<file path="src/rtl/mem_arbiter.sv">
// mem_arbiter: shares one fixed-latency memory between I-fill, D-fill and D-store.
// Build option MEM_ARB_ROUND_ROBIN_EN alternates I/D fill priority.
module mem_arbiter #(
  parameter  int ADDR_W  = 16,
  parameter  int DATA_W  = 16,
  parameter  int WORDS   = 8,
  parameter  int MEM_LAT = 4,
  localparam int IDX_W   = (WORDS > 1) ? $clog2(WORDS) : 1
) (
  input  logic              clk,
  input  logic              rst_n,
  input  logic              i_req,
  input  logic [ADDR_W-1:0] i_addr,
  input  logic              d_req,
  input  logic              d_wr_req,
  input  logic [ADDR_W-1:0] d_addr,
  input  logic [DATA_W-1:0] d_wr_data,
  output logic              mem_en,
  output logic              mem_wr,
  output logic [ADDR_W-1:0] mem_addr,
  output logic [DATA_W-1:0] mem_wdata,
  input  logic [DATA_W-1:0] mem_rdata,
  output logic [DATA_W-1:0] fill_data,
  output logic [IDX_W-1:0]  fill_idx,
  output logic              i_fill_valid,
  output logic              d_fill_valid,
  output logic              i_done,
  output logic              d_done,
  output logic              d_wr_ack,
  output logic              busy
);

  localparam int CNT_W = IDX_W + 1;
  localparam logic [ADDR_W-1:0] BASE_MASK =
    {ADDR_W{1'b1}} << (IDX_W + 1);

  typedef enum logic [1:0] {
    IDLE,
    WRITE,
    FILL_I,
    FILL_D
  } state_e;

  state_e              state_q, state_d;
  logic [CNT_W-1:0]    iss_q, iss_d;
  logic [IDX_W-1:0]    ret_q, ret_d;
  logic [MEM_LAT-1:0]  vp_q, vp_d;
  logic [ADDR_W-1:0]   base_q, base_d;
  logic                issue;
  logic                ret_v;
  logic                idle;
  logic                pick_d;
  logic                gnt_w, gnt_d, gnt_i;

  assign idle  = (state_q == IDLE);
  assign ret_v = vp_q[MEM_LAT-1];

`ifdef MEM_ARB_ROUND_ROBIN_EN
  // last_q = 1 when the most recent fill grant went to D
  logic last_q, last_d;

  always_comb begin
    last_d = last_q;
    if (gnt_d) last_d = 1'b1;
    else if (gnt_i) last_d = 1'b0;
  end

  always_ff @(posedge clk or negedge rst_n) begin
    if (!rst_n) last_q <= 1'b0;
    else        last_q <= last_d;
  end

  assign pick_d = d_req & (~i_req | ~last_q);
`else
  assign pick_d = d_req;
`endif

  assign gnt_w = idle & d_wr_req;
  assign gnt_d = idle & ~d_wr_req & pick_d;
  assign gnt_i = idle & ~d_wr_req & ~pick_d & i_req;

  always_comb begin
    state_d   = state_q;
    iss_d     = iss_q;
    ret_d     = ret_q;
    base_d    = base_q;
    issue     = 1'b0;
    mem_en    = 1'b0;
    mem_wr    = 1'b0;
    mem_addr  = '0;
    mem_wdata = '0;
    d_wr_ack  = 1'b0;
    i_done    = 1'b0;
    d_done    = 1'b0;
    unique case (state_q)
      IDLE: begin
        unique case (1'b1)
          gnt_w: state_d = WRITE;
          gnt_d: begin
            state_d = FILL_D;
            base_d  = d_addr & BASE_MASK;
          end
          gnt_i: begin
            state_d = FILL_I;
            base_d  = i_addr & BASE_MASK;
          end
          default: ;
        endcase
      end
      WRITE: begin
        mem_en    = 1'b1;
        mem_wr    = 1'b1;
        mem_addr  = d_addr;
        mem_wdata = d_wr_data;
        d_wr_ack  = 1'b1;
        state_d   = IDLE;
      end
      FILL_I, FILL_D: begin
        if (iss_q < CNT_W'(WORDS)) begin
          issue    = 1'b1;
          mem_en   = 1'b1;
          mem_addr = base_q +
            ADDR_W'({iss_q[IDX_W-1:0], 1'b0});
          iss_d    = iss_q + CNT_W'(1);
        end
        if (ret_v) begin
          ret_d = ret_q + IDX_W'(1);
          if (ret_q == IDX_W'(WORDS - 1)) begin
            i_done  = (state_q == FILL_I);
            d_done  = (state_q == FILL_D);
            state_d = IDLE;
            iss_d   = '0;
            ret_d   = '0;
          end
        end
      end
      default: state_d = IDLE;
    endcase
  end

  // valid pipe mirrors the memory latency, one bit per issued read
  assign vp_d = (vp_q << 1) | MEM_LAT'(issue);

  always_ff @(posedge clk or negedge rst_n) begin
    if (!rst_n) begin
      state_q <= IDLE;
      iss_q   <= '0;
      ret_q   <= '0;
      vp_q    <= '0;
      base_q  <= '0;
    end else begin
      state_q <= state_d;
      iss_q   <= iss_d;
      ret_q   <= ret_d;
      vp_q    <= vp_d;
      base_q  <= base_d;
    end
  end

  assign fill_data    = mem_rdata;
  assign i_fill_valid = (state_q == FILL_I) & ret_v;
  assign d_fill_valid = (state_q == FILL_D) & ret_v;
  assign fill_idx     = ret_v ? ret_q : '0;
  assign busy         = ~idle;

endmodule

</file>
<file path="config.mk">
export PLATFORM = sky130hd
export DESIGN_NAME = mem_arbiter
export DESIGN_NICKNAME = d
export VERILOG_FILES = /design/src/rtl/mem_arbiter.sv
export SDC_FILE = /design/constraint.sdc
export NUM_CORES = 1
export LEC_CHECK = 0
export BUFFER_PORTS_ARGS = -buffer_cell sky130_fd_sc_hd__buf_4
export CAP_MARGIN = 20
export CORE_MARGIN = 2
export CORE_UTILIZATION = 35
export CTS_CLUSTER_DIAMETER = 120
export DETAILED_ROUTE_END_ITERATION = 10
export PLACE_DENSITY = 0.81
export REMOVE_ABC_BUFFERS = 1
export SYNTH_ARGS = -nofsm -noshare
export SYNTH_HDL_FRONTEND = slang
export SYNTH_SLANG_ARGS = --single-unit
</file>
<file path="constraint.sdc">
create_clock -name clk -period 1.9 [get_ports clk]
set_clock_uncertainty 0.1 [all_clocks]
set_input_delay 0.19 -clock clk [delete_from_list [all_inputs] [get_ports clk]]
set_output_delay 0.19 -clock clk [all_outputs]
set_load 0.005 [all_outputs]
</file>
### Word level (Yosys, flattened, before mapping)

Cells that the tools add are included.

| word-level totals | value |
|---|---|
| flip-flop bits (word level) | 29 |
| input bits | 69 |
| output and inout bits | 59 |
| word-level logic and storage cells | 56 |

| cells by class | value |
|---|---|
| $add $sub $neg | 3 |
| $lt $le $gt $ge | 1 |
| eq/ne operators | 7 |
| multiplexer cells | 23 |
| bitwise logic cells | 11 |
| reductions and logical operators | 6 |

Operator list:

| cell | count |
|---|---|
| one-hot mux 16 bit (2 select lines) | 2 |
| two-way mux 16 bit | 2 |
| adder 16 x 4 -> 16 bit | 1 |
| two-way mux 4 bit | 3 |
| one-hot mux 2 bit (3 select lines) | 2 |
| two-way mux 1 bit | 9 |
| bitwise AND 1 bit | 7 |
| two-way mux 3 bit | 2 |
| adder 4 x 1 -> 4 bit, second input constant | 1 |
| equality test 2 bit, second input constant | 2 |
| < comparator 4 bit, second input constant | 1 |
| two-way mux 2 bit | 2 |
| != test 2 bit, second input constant | 2 |
| != test 4 x 1 -> 1 bit, second input constant | 1 |
| bitwise OR 4 x 1 -> 4 bit | 1 |
| AND reduction 2 bit | 2 |
| adder 3 x 1 -> 3 bit, second input constant | 1 |
| equality test 3 bit, second input constant | 1 |
| inverter 1 bit | 3 |
| AND reduction 3 bit | 1 |
| equality test 2 x 1 -> 1 bit, second input constant | 1 |
| zero test 2 bit | 1 |
| one-hot mux 1 bit (2 select lines) | 1 |
| nonzero test 2 bit | 1 |
| OR reduction 2 bit | 1 |

### Depth between registers and ports, before layout

Gate-level depths: netlist of the first run.

| logic depth | value |
|---|---|
| depth after elaboration | 6 |
| depth in mapped cells | 5 |
| mapped depth without buffers | 5 |

### Worst setup path after synthesis of the first run

OpenSTA, ideal clock, no wires.

| timing path | value |
|---|---|
| path kind | register -> register |
| start point | reg state_q[0] |
| end point | reg base_q[10] |
| setup time | 0.123 ns |
| data arrival time | 1.403 ns |
| required time | 1.677 ns |
| setup slack | 0.275 ns |
| stages on the path, launching flop included | 6 |
| buffers on the path | 2 |
| clock period less this slack | 1.625 ns |
| path through | dfrtp_1 > buf_6 > or3_4 > buf_6 > o32a_1 > o221a_2 |

| on the way | value |
|---|---|
| longest elaborated chain between the ends | 6 |
| elaborated cells between the ends (all ways) | 8 |
| those cells by class | mux (1); bitwise (4); reduce/logical (3) |

Ends and longest elaborated chain:

| what | line | text |
|---|---|---|
| from (decl) | 44 | `state_e state_q, state_d;` |
| from (signal assigned) | 152 | `state_q <= state_d;` |
| zero test 2 bit * | 55, 95 |  |
| bitwise AND 1 bit | 79, 80 |  |
| bitwise AND 1 bit (2 in series) | 80 | `assign gnt_i = idle & ~d_wr_req & ~pick_d & i_req;` |
| nonzero test 2 bit (no source line) | - |  |
| AND reduction 2 bit (no source line) | - |  |
| to (signal assigned) | 156 | `base_q <= base_d;` |
| to (decl) | 48 | `logic [ADDR_W-1:0] base_q, base_d;` |

Mark *: on every way between the ends. The rest lies on a longest branch, timed or not. The select of a mux whose other input is x is not followed.
A chain may end at the register's enable or synchronous reset.

### Final worst setup path of the first run

| timing path | value |
|---|---|
| start point | reg ret_q[1] |
| end point | out d_done |

| on the way | value |
|---|---|
| longest elaborated chain between the ends | 4 |

Ends and longest elaborated chain:

| what | line | text |
|---|---|---|
| from (decl) | 46 | `logic [IDX_W-1:0] ret_q, ret_d;` |
| from (signal assigned) | 154 | `ret_q <= ret_d;` |
| equality test 3 bit | 128 | `if (ret_q == IDX_W'(WORDS - 1)) begin` |
| two-way mux 1 bit | 128 |  |
| two-way mux 1 bit | 126 | `if (ret_v) begin` |
| two-way mux 1 bit | 95 | `unique case (state_q)` |
| to (decl) | 28 | `output logic d_done,` |

Every way passes these cells.

==> results.json, run 1 <==
{
  "drive_gt1_share_pct": 53.4,
  "fin_nets": 308,
  "antenna_found_initial": 0,
  "fp-row-count": 24,
  "core_um2": 4380,
  "ys_top_cells_by_count": "25 x dfrtp_1, 20 x and2_1, 17 x buf_4, 15 x a22o_1, 11 x o221a_2",
  "hold_class": "in -> reg",
  "period_minus_slack_ps": 1820,
  "slew_violations": 0,
  "combPwrFrac_pct": 52.0,
  "cts_buffer_depth": 2,
  "clockPowerShare_pct": 11.9,
  "p_leak_uw": 0.00116,
  "dp_slack_ps": 234,
  "fin_cells": 286,
  "synth_area_per_cell_um2": 10.1,
  "holdCritStartpoint": "d_addr[4]",
  "synth_seq_cells": 25,
  "place_congestion": 0.696,
  "drv_cap": 0,
  "finalSetupViolations": 0,
  "clock-sinks": 25,
  "dp.cells": 280,
  "internal-power_uw": 1720,
  "vias": 1509,
  "wl_um": 4360,
  "fin_ws_ps": 79.2,
  "ir_worst_vdd_v": 0.000484,
  "cts_tree": "done",
  "dpl.hpwl_um": 3300,
  "syn-cell-area_um2": 1610,
  "drc_errors": 0,
  "grt_pass1_vias": 1507,
  "start_util_pct": 36.7,
  "start_kind": "register",
  "yosysUniqueCellTypes": 33,
  "yosys_warnings": 0,
  "cp_slowest_cell": "dfrtp_1",
  "wl_per_cell_um": 15.2,
  "io-pin-count": 128,
  "path_cells": "ha_2, ha_4, and3_4, and2_2, buf_4",
  "crit_required_ps": 1610,
  "port_buffers": 91,
  "end_kind": "primary output",
  "synth_top_cell_by_area": "dfrtp_1",
  "netlist_instances": 160,
  "clkSlewWorstSetupHoldPaths_ps": 80,
  "r2r-start": "state_q[1]",
  "cts_buffers": 3,
  "hold_violations": 0,
  "cp_num_buf_inv": 1,
  "synth_top_area_share_pct": 38.9,
  "cp_max_fo": 5,
  "fin_setup_tns_ps": 0,
  "grt_max_degree": 30,
  "ys.flop_type": "dfrtp_1",
  "ys_top_cells_by_area": "dfrtp_1 39%, a22o_1 8.2%, buf_4 7.9%, and2_1 7.8%, o221a_2 7.7%",
  "worst_pin_slew_ps": 473,
  "ctsRootBufferMaster": "clkbuf_8",
  "area_growth_pct": 43.6,
  "p_sw_share_pct": 34.3,
  "die_area_um2": 5160,
  "vias_per_cell": 5.28,
  "power_density_nw_per_um2": 1130,
  "fmax_mhz": 549,
  "grt_pass1_wl_um": 7000,
  "synth_edf_count": 0,
  "overflow": 0,
  "first_iter_violations": 50,
  "synth.yosys.seq_area_share_pct": 38.9,
  "clkLatencyLatePin_ps": 260,
  "power_switching_uw": 900,
  "synthArstFlopShare_pct": 100,
  "die_x_um": 71.8,
  "yosysMostFrequentCell": "dfrtp_1",
  "relSlewSlack_pct": 68.5,
  "first_pass_iters": 4,
  "min_period_over_period_pct": 95.8,
  "p_seq_share_pct": 36.1,
  "diodes": 0,
  "fp.dieH_um": 71.8,
  "cp.arrival_ps": 1530,
  "rsz0062_at_grt": "false",
  "grt_usage_pct": 17.2,
  "path_delay_family": "flip-flops",
  "crit_type": "reg -> out",
  "status": "completed",
  "cpPeakStageDelay_ps": 410,
  "ant_nets": 0,
  "cp-startpoint": "ret_q[1]",
  "ctsHtreeMaxLevel": 1
}
-- power by group through the flow --
stage	Sequential (uW)	Combinational [uW]	Clock (uW)
4_1_cts	940	1360	319
6_report	947	1360	311
3_5_place_dp	949	1340	0
2_1_floorplan	924	679	0
3_3_place_gp	936	1310	0
5_1_grt	988	1530	343
-- routing by layer --
| layer | track usage, % | up-vias | wire (um) |
|---|---|---|---|
| met2 | 27.2 | 90 | 2050 |
| met3 | 7.59 | 6 | 574 |
| met4 | 5.45 | 0 | 48 |
| met5 | 3.03 | - | 0 |
| li1 | - | 718 | - |
| met1 | 20.8 | 695 | 1690 |
-- repair_timing --
action	CTS	global route
endpoints found under the setup margin	2	2
endpoints found under the hold margin	25	0
setup buffers	1	0
hold buffers	1	0
resized for setup	1	3
-- flip-flops by register name, summed over array words and instances, names as in the netlist --
signal   count
iss_q        4
ret_q        3
vp_q         4
base_q      12
state_q      2
-- cell usage in the layout, fill, tap and decap left out, types with 2 or more instances in the layout --
| cell | n |
|---|---|
| a22o_1 | 15 |
| and2_1 | 20 |
| buf_4 | 97 |
| clkbuf_8 | 3 |
| dfrtp_1 | 25 |
| ha_1 | 2 |
| inv_1 | 3 |
| nand2_1 | 10 |
| nand2b_1 | 2 |
| nand3_1 | 2 |
| nor2_1 | 4 |
| o21ai_0 | 5 |
| o221a_2 | 11 |
| o32a_1 | 10 |
| or2_2 | 3 |
-- metrics by stage --
stage / power [uW] / instance area, um^2 / util [%] / hold slack [ps]
after floorplan: 1600 / 1420 / - / -206
after global placement: 2240 / 2230 / 50.9 / 10.1
after detailed placement: 2290 / 2230 / 50.9 / 19.2
after CTS: 2620 / 2300 / 52.4 / 96.6
after global routing: 2860 / 2310 / 52.7 / 94.5
final: 2620 / 2310 / 52.7 / 98.9
-- area by class of cell --
class,count,area (um^2)
clock buffer,4,45.0
fill,416,2070
inverter,3,11.3
multi-input combinational,103,807
sequential,25,626
tap,52,65.1
timing repair buffer,99,758
-- worst paths after layout --
kind	endpoint	slack (ps)	depth (start not counted)
worst max-delay path	d_done	80	5
worst min-delay path	base_q[4]	100	2
worst max register to register	base_q[4]	260	3
worst min register to register	vp_q[2]	260	0
max in group asynchronous	iss_q[2]	1200	2
min in group asynchronous	base_q[15]	260	2
-- logic make-up (layout without fill, tap and decap cells) --
logic type                 after synthesis  in the layout  share of synthesized area, %
AOI/OAI and AO/OA                       44             44                          25.1
buffers and inverters                   32            106                          12.4
xor gates and xnor gates                 1              1                         0.544
and+or+nand+nor                         52             52                          18.6
DFF                                     25             25                          38.9
adders and majority gates                4              4                          3.11
muxes                                    2              2                          1.32
Note: power is estimated with default switching activity, not from simulation.
==> run 2, diff against run 1 <==
--- a/config.mk
+++ b/config.mk
@@ -7,11 +7,11 @@
 export LEC_CHECK = 0
 export BUFFER_PORTS_ARGS = -buffer_cell sky130_fd_sc_hd__buf_4
 export CAP_MARGIN = 20
-export CORE_MARGIN = 2
-export CORE_UTILIZATION = 35
+export CORE_MARGIN = 4
+export CORE_UTILIZATION = 39
 export CTS_CLUSTER_DIAMETER = 120
 export DETAILED_ROUTE_END_ITERATION = 10
-export PLACE_DENSITY = 0.81
+export PLACE_DENSITY = 0.88
 export REMOVE_ABC_BUFFERS = 1
 export SYNTH_ARGS = -nofsm -noshare
 export SYNTH_HDL_FRONTEND = slang
==> constraint.sdc (replaced) <==
create_clock -name clk -period 1.9 [get_ports clk]
set_clock_uncertainty 0.1 [all_clocks]
set_input_delay 0.095 -clock clk [delete_from_list [all_inputs] [get_ports clk]]
set_output_delay 0.095 -clock clk [all_outputs]
set_load 0.005 [all_outputs]
==> run 2 against run 1 <==
Critical path depth did not move; design area down 0.76%; core utilization increased by 4.6 points; clock power about the same; largest power group unchanged.
==> results.json, run 2 (synthesis results as in run 1) <==
{
  "p_sw_share_pct": 34.9,
  "wl_met3_um": 605,
  "antenna_found_initial": 0,
  "final_cell_mix": "98 x buf_4, 25 x dfrtp_1, 20 x and2_1",
  "vias_per_cell": 5.28,
  "area_growth_pct": 42.5,
  "final_util_pct": 57.4,
  "start_util_pct": 40.3,
  "die_x_um": 72.3,
  "grt_pass1_wl_um": 7140,
  "endpoint": "mem_en",
  "power_switching_uw": 909,
  "first_iter_violations": 80,
  "placed_cell_area_um2": 2210,
  "p_leak_uw": 0.00117,
  "dp_slack_ps": 285,
  "cts_tree": "done",
  "cp.arrival_ps": 1650,
  "clkSlewWorstSetupHoldPaths_ps": 90,
  "r2r_slack_ps": 270,
  "top_register": "base_q",
  "grt_usage_pct": 17.5,
  "fin_area_um2": 2290,
  "cp-startpoint": "state_q[1]",
  "topRoutingLayerUsed": "met4",
  "reg2reg_to": "base_q[4]",
  "ir_worst_vdd_v": 0.000472,
  "crit_required_ps": 1700,
  "drc_errors": 0,
  "first_pass_iters": 4,
  "finalSetupViolations": 0,
  "internal-power_uw": 1700,
  "worst_pin_slew_ps": 484,
  "ant_nets": 0,
  "ctsHtreeMaxLevel": 1,
  "port_buffers": 91,
  "fmax_mhz": 542,
  "worst_r2r_path_depth": 3,
  "p_seq_share_pct": 35.7,
  "clockPowerShare_pct": 11.9,
  "fin_nets": 309,
  "fin_setup_tns_ps": 0,
  "clkLatencyLatePin_ps": 260,
  "wl_per_cell_um": 16.5,
  "r2r-start": "state_q[1]",
  "relSlewSlack_pct": 67.7,
  "min_period_over_period_pct": 97.1,
  "combPwrFrac_pct": 52.3,
  "wl_um": 4690,
  "hold_class": "in -> reg",
  "fp-row-count": 23,
  "die_area_um2": 5220,
  "start_kind": "register",
  "hold_violations": 0,
  "clock-sinks": 25,
  "power_density_nw_per_um2": 1140,
  "end_kind": "primary output",
  "cts_buffers": 3,
  "cp_max_fo": 17,
  "drive_gt1_share_pct": 53.2,
  "slew_violations": 0,
  "fp.dieH_um": 72.3,
  "io-pin-count": 128,
  "dpl.hpwl_um": 3510,
  "wl_met2_um": 2340,
  "vias": 1505,
  "final_common_cell": "buf_4",
  "overflow": 0,
  "core_um2": 4000,
  "crit_type": "reg -> out",
  "diodes": 0,
  "place_congestion": 0.743,
  "largest_reg_flops": 12,
  "reg_top3": "base_q: 12 flops, iss_q: 4 flops, vp_q: 4 flops",
  "rsz0062_at_grt": "false",
  "period_minus_slack_ps": 1840,
  "fin_ws_ps": 55.5,
  "ctsRootBufferMaster": "clkbuf_8",
  "status": "completed",
  "cts_buffer_depth": 2,
  "grt_pass1_vias": 1485,
  "wl_met1_um": 1740,
  "hold_ws_ps": 5.41,
  "drv_cap": 0,
  "grt_max_degree": 29
}
-- run 2: changes by cell type in the layout (fill, tap and decap cells not counted), sizes merged --
cell | before | now
clkbuf | 4 | 3
clkinv | 0 | 1
buf | 98 | 99
-- run 2: final cells by class --
class	count	area (um^2)
clock buffers	3	41.3
clock inverters	1	5.00
fillers	369	1710
inverters	3	11.3
multi-input cells	103	792
flip-flops and latches	25	626
well taps	50	62.6
repair buffers	100	757
-- run 2: critical path, stage by stage (launching register included) --
cell     delay, ps
dfrtp_1        430
buf_4          200
nor2b_1        140
buf_4          200
or2_2          280
buf_4          140
-- run 2: worst min-delay path by stage --
| stage | cells past startpoint | startpoint | endpoint |
|---|---|---|---|
| 6_report | 2 | d_addr[14] | base_q[14] |
| 5_1_grt | 2 | d_addr[4] | base_q[4] |
| 4_1_cts | 2 | d_addr[14] | base_q[14] |
| 3_5_place_dp | 1 | rst_n | ret_q[0] |
| 3_3_place_gp | 1 | rst_n | ret_q[2] |
| 2_1_floorplan | 0 | rst_n | base_q[10] |
-- run 2: through the flow --
stage                     power [uW]  instances
after floorplan                 1600        131
after detailed placement        2270        278
after global placement          2210        278
after CTS                       2600        284
final                           2610        285
after global routing            2820        285
-- run 2: what timing repair did --
action,CTS,global route
gates cloned,0,0
endpoints found under the hold margin,25,0
setup endpoints to repair,1,3
buffers inserted,1,1
resized for setup,1,2
hold buffers,1,0
-- run 2: layer usage --
| metal | GRT usage [%] | up-vias |
|---|---|---|
| li1 | - | 719 |
| met1 | 22.2 | 697 |
| met2 | 28.6 | 87 |
| met3 | 5.96 | 2 |
| met4 | 3.55 | 0 |
| met5 | 3.03 | - |
-- run 2: power by group through the flow --
stage               sequential [uW]  combinational, uW  clock, uW
floorplan                       924                679          0
global placement                929               1280          0
detailed placement              942               1330          0
CTS                             928               1360        321
global route                    968               1510        344
finish                          931               1360        311
==> run 3, diff against run 2 <==
--- a/config.mk
+++ b/config.mk
@@ -5,13 +5,13 @@
 export SDC_FILE = /design/constraint.sdc
 export NUM_CORES = 1
 export LEC_CHECK = 0
-export BUFFER_PORTS_ARGS = -buffer_cell sky130_fd_sc_hd__buf_4
 export CAP_MARGIN = 20
 export CORE_MARGIN = 4
 export CORE_UTILIZATION = 39
 export CTS_CLUSTER_DIAMETER = 120
 export DETAILED_ROUTE_END_ITERATION = 10
-export PLACE_DENSITY = 0.88
+export DONT_BUFFER_PORTS = 1
+export PLACE_DENSITY = 0.61
 export REMOVE_ABC_BUFFERS = 1
 export SYNTH_ARGS = -nofsm -noshare
 export SYNTH_HDL_FRONTEND = slang
==> run 3 against run 2 <==
Sequential cell count did not move; setup slack improved by 34 ps; sequential power rose by 0.4%; cell count fell by 27%; core utilization fell by 14 points; clock power barely moved; sequential share of layout area rose by 8.4 points; highest routed layer unchanged; die area did not move; largest power group unchanged; clock-buffer cell count rose by 1.
==> results.json, run 3 (synthesis results as in run 1) <==
{
  "grt_max_degree": 29,
  "antenna_found_initial": 0,
  "holdCritStartpoint": "i_addr[14]",
  "ctsHtreeMaxLevel": 1,
  "fp-row-count": 23,
  "final_cell_mix": "25 x dfrtp_1, 20 x and2_1, 15 x a22o_1, 15 x dlygate4sd3_1, 11 x o221a_2",
  "p_sw_share_pct": 37.2,
  "p_leak_uw": 0.000770,
  "fin_nets": 232,
  "first_pass_iters": 4,
  "crit_top_cell": "ha_1",
  "area_growth_pct": 8.94,
  "cpPeakStageDelay_ps": 430,
  "slew_violations": 0,
  "ctsRootBufferMaster": "clkbuf_8",
  "die_x_um": 72.3,
  "largest_reg_flops": 12,
  "end_kind": "primary output",
  "cp_max_fo": 5,
  "cts_tree": "done",
  "r2r_slack_ps": 250,
  "start_util_pct": 40.3,
  "p_seq_share_pct": 41.7,
  "core_um2": 4000,
  "dpl.hpwl_um": 3190,
  "crit_required_ps": 1700,
  "finalSetupViolations": 0,
  "clkSlewWorstSetupHoldPaths_ps": 80,
  "clockPowerShare_pct": 14.0,
  "io-pin-count": 128,
  "cts_buffer_depth": 2,
  "power_switching_uw": 835,
  "port_buffers": 0,
  "min_period_over_period_pct": 95.3,
  "drv_cap": 0,
  "cp-startpoint": "ret_q[0]",
  "power_density_nw_per_um2": 1280,
  "fin_cells": 208,
  "overflow": 0,
  "hold_violations": 0,
  "wl_per_cell_um": 21.0,
  "period_minus_slack_ps": 1810,
  "top_register": "base_q",
  "fmax_mhz": 552,
  "rsz0062_at_grt": "false",
  "hold_ws_ps": 42.1,
  "fp.dieH_um": 72.3,
  "ant_nets": 0,
  "dp.cells": 188,
  "combPwrFrac_pct": 44.4,
  "status": "completed",
  "path_cells": "ha_1, ha_1, and3_1, and2_2",
  "worst_pin_slew_ps": 498,
  "cp_slowest_cell": "dfrtp_1",
  "clock-sinks": 25,
  "start_kind": "register",
  "final_common_cell": "dfrtp_1",
  "drc_errors": 0,
  "fill_cells": 380,
  "ir_worst_vdd_v": 0.000533,
  "internal-power_uw": 1410,
  "fin_setup_tns_ps": 0,
  "cp_num_buf_inv": 0,
  "vias_per_cell": 6.09,
  "cp.arrival_ps": 1620,
  "reg_top3": "base_q: 12 flops, iss_q: 4 flops, vp_q: 4 flops",
  "grt_pass1_vias": 1300,
  "cts_buffers": 3,
  "grt_usage_pct": 16.3,
  "relSlewSlack_pct": 66.8,
  "place_congestion": 0.764,
  "diodes": 0,
  "crit_type": "reg -> out",
  "wl_um": 4370,
  "first_iter_violations": 67,
  "die_area_um2": 5220,
  "clkLatencyLatePin_ps": 270,
  "hold_class": "in -> reg",
  "path_delay_family": "simple AND/OR/NAND/NOR gates",
  "vias": 1267,
  "grt_pass1_wl_um": 6630,
  "r2r-start": "state_q[1]",
  "drive_gt1_share_pct": 20.3
}
==> run 3: cell count changes in the layout (fill, tap and decap cells not counted), sizes merged <==
cell         before  now
buf              99    8
dlygate4sd3       1   15
clkinv            1    0
clkbuf            3    4
==> run 3: path summary, 6_finish.rpt <==
path                         endpoint  depth (start not counted)
setup / recovery               d_done                          4
hold / removal             base_q[14]                          2
setup reg to reg            base_q[4]                          4
hold reg to reg               vp_q[1]                          0
max in group asynchronous   base_q[7]                          2
min in group asynchronous   base_q[8]                          2
==> run 3: layout make-up <==
class	count	area, um^2	share of cell area [%]
clock buffer	4	45.0	2.57
inverter	3	11.3	0.642
multi-input combinational	103	787	44.9
sequential	25	626	35.7
tap	50	62.6	3.57
timing repair buffer	23	223	12.7
==> run 3: metrics by stage <==
| stage | setup WS (ps) | utilization [%] | power [uW] | instance area [um^2] |
|---|---|---|---|---|
| after floorplan | -116 | - | 1600 | 1420 |
| after global placement | 332 | 38.5 | 1840 | 1540 |
| after detailed placement | 256 | 38.5 | 1910 | 1540 |
| after CTS | 77.5 | 43.9 | 2270 | 1750 |
| after global routing | 29.2 | 43.9 | 2410 | 1750 |
| final | 89.9 | 43.9 | 2240 | 1750 |
==> run 3: power groups by stage <==
stage | registers [uW] | clock network, uW | logic (uW)
after CTS | 933 | 325 | 1010
after detailed placement | 940 | 0 | 970
final | 935 | 313 | 995
after floorplan | 924 | 0 | 679
after global placement | 924 | 0 | 919
after global routing | 965 | 347 | 1100
==> run 3: repair_timing <==
item,in CTS,in global routing
endpoints found under the setup margin,0,0
endpoints found under the hold margin,38,0
hold buffers,16,0
resized for setup,0,0
buffers inserted,0,0
==> run 3: metal layers <==
metal | vias up | track usage [%] | wire length (um)
li1 | 566 | - | -
met1 | 613 | 21.8 | 1730
met2 | 81 | 23.5 | 2070
met3 | 7 | 6.51 | 494
met4 | 0 | 6.68 | 78
met5 | - | 0 | 0
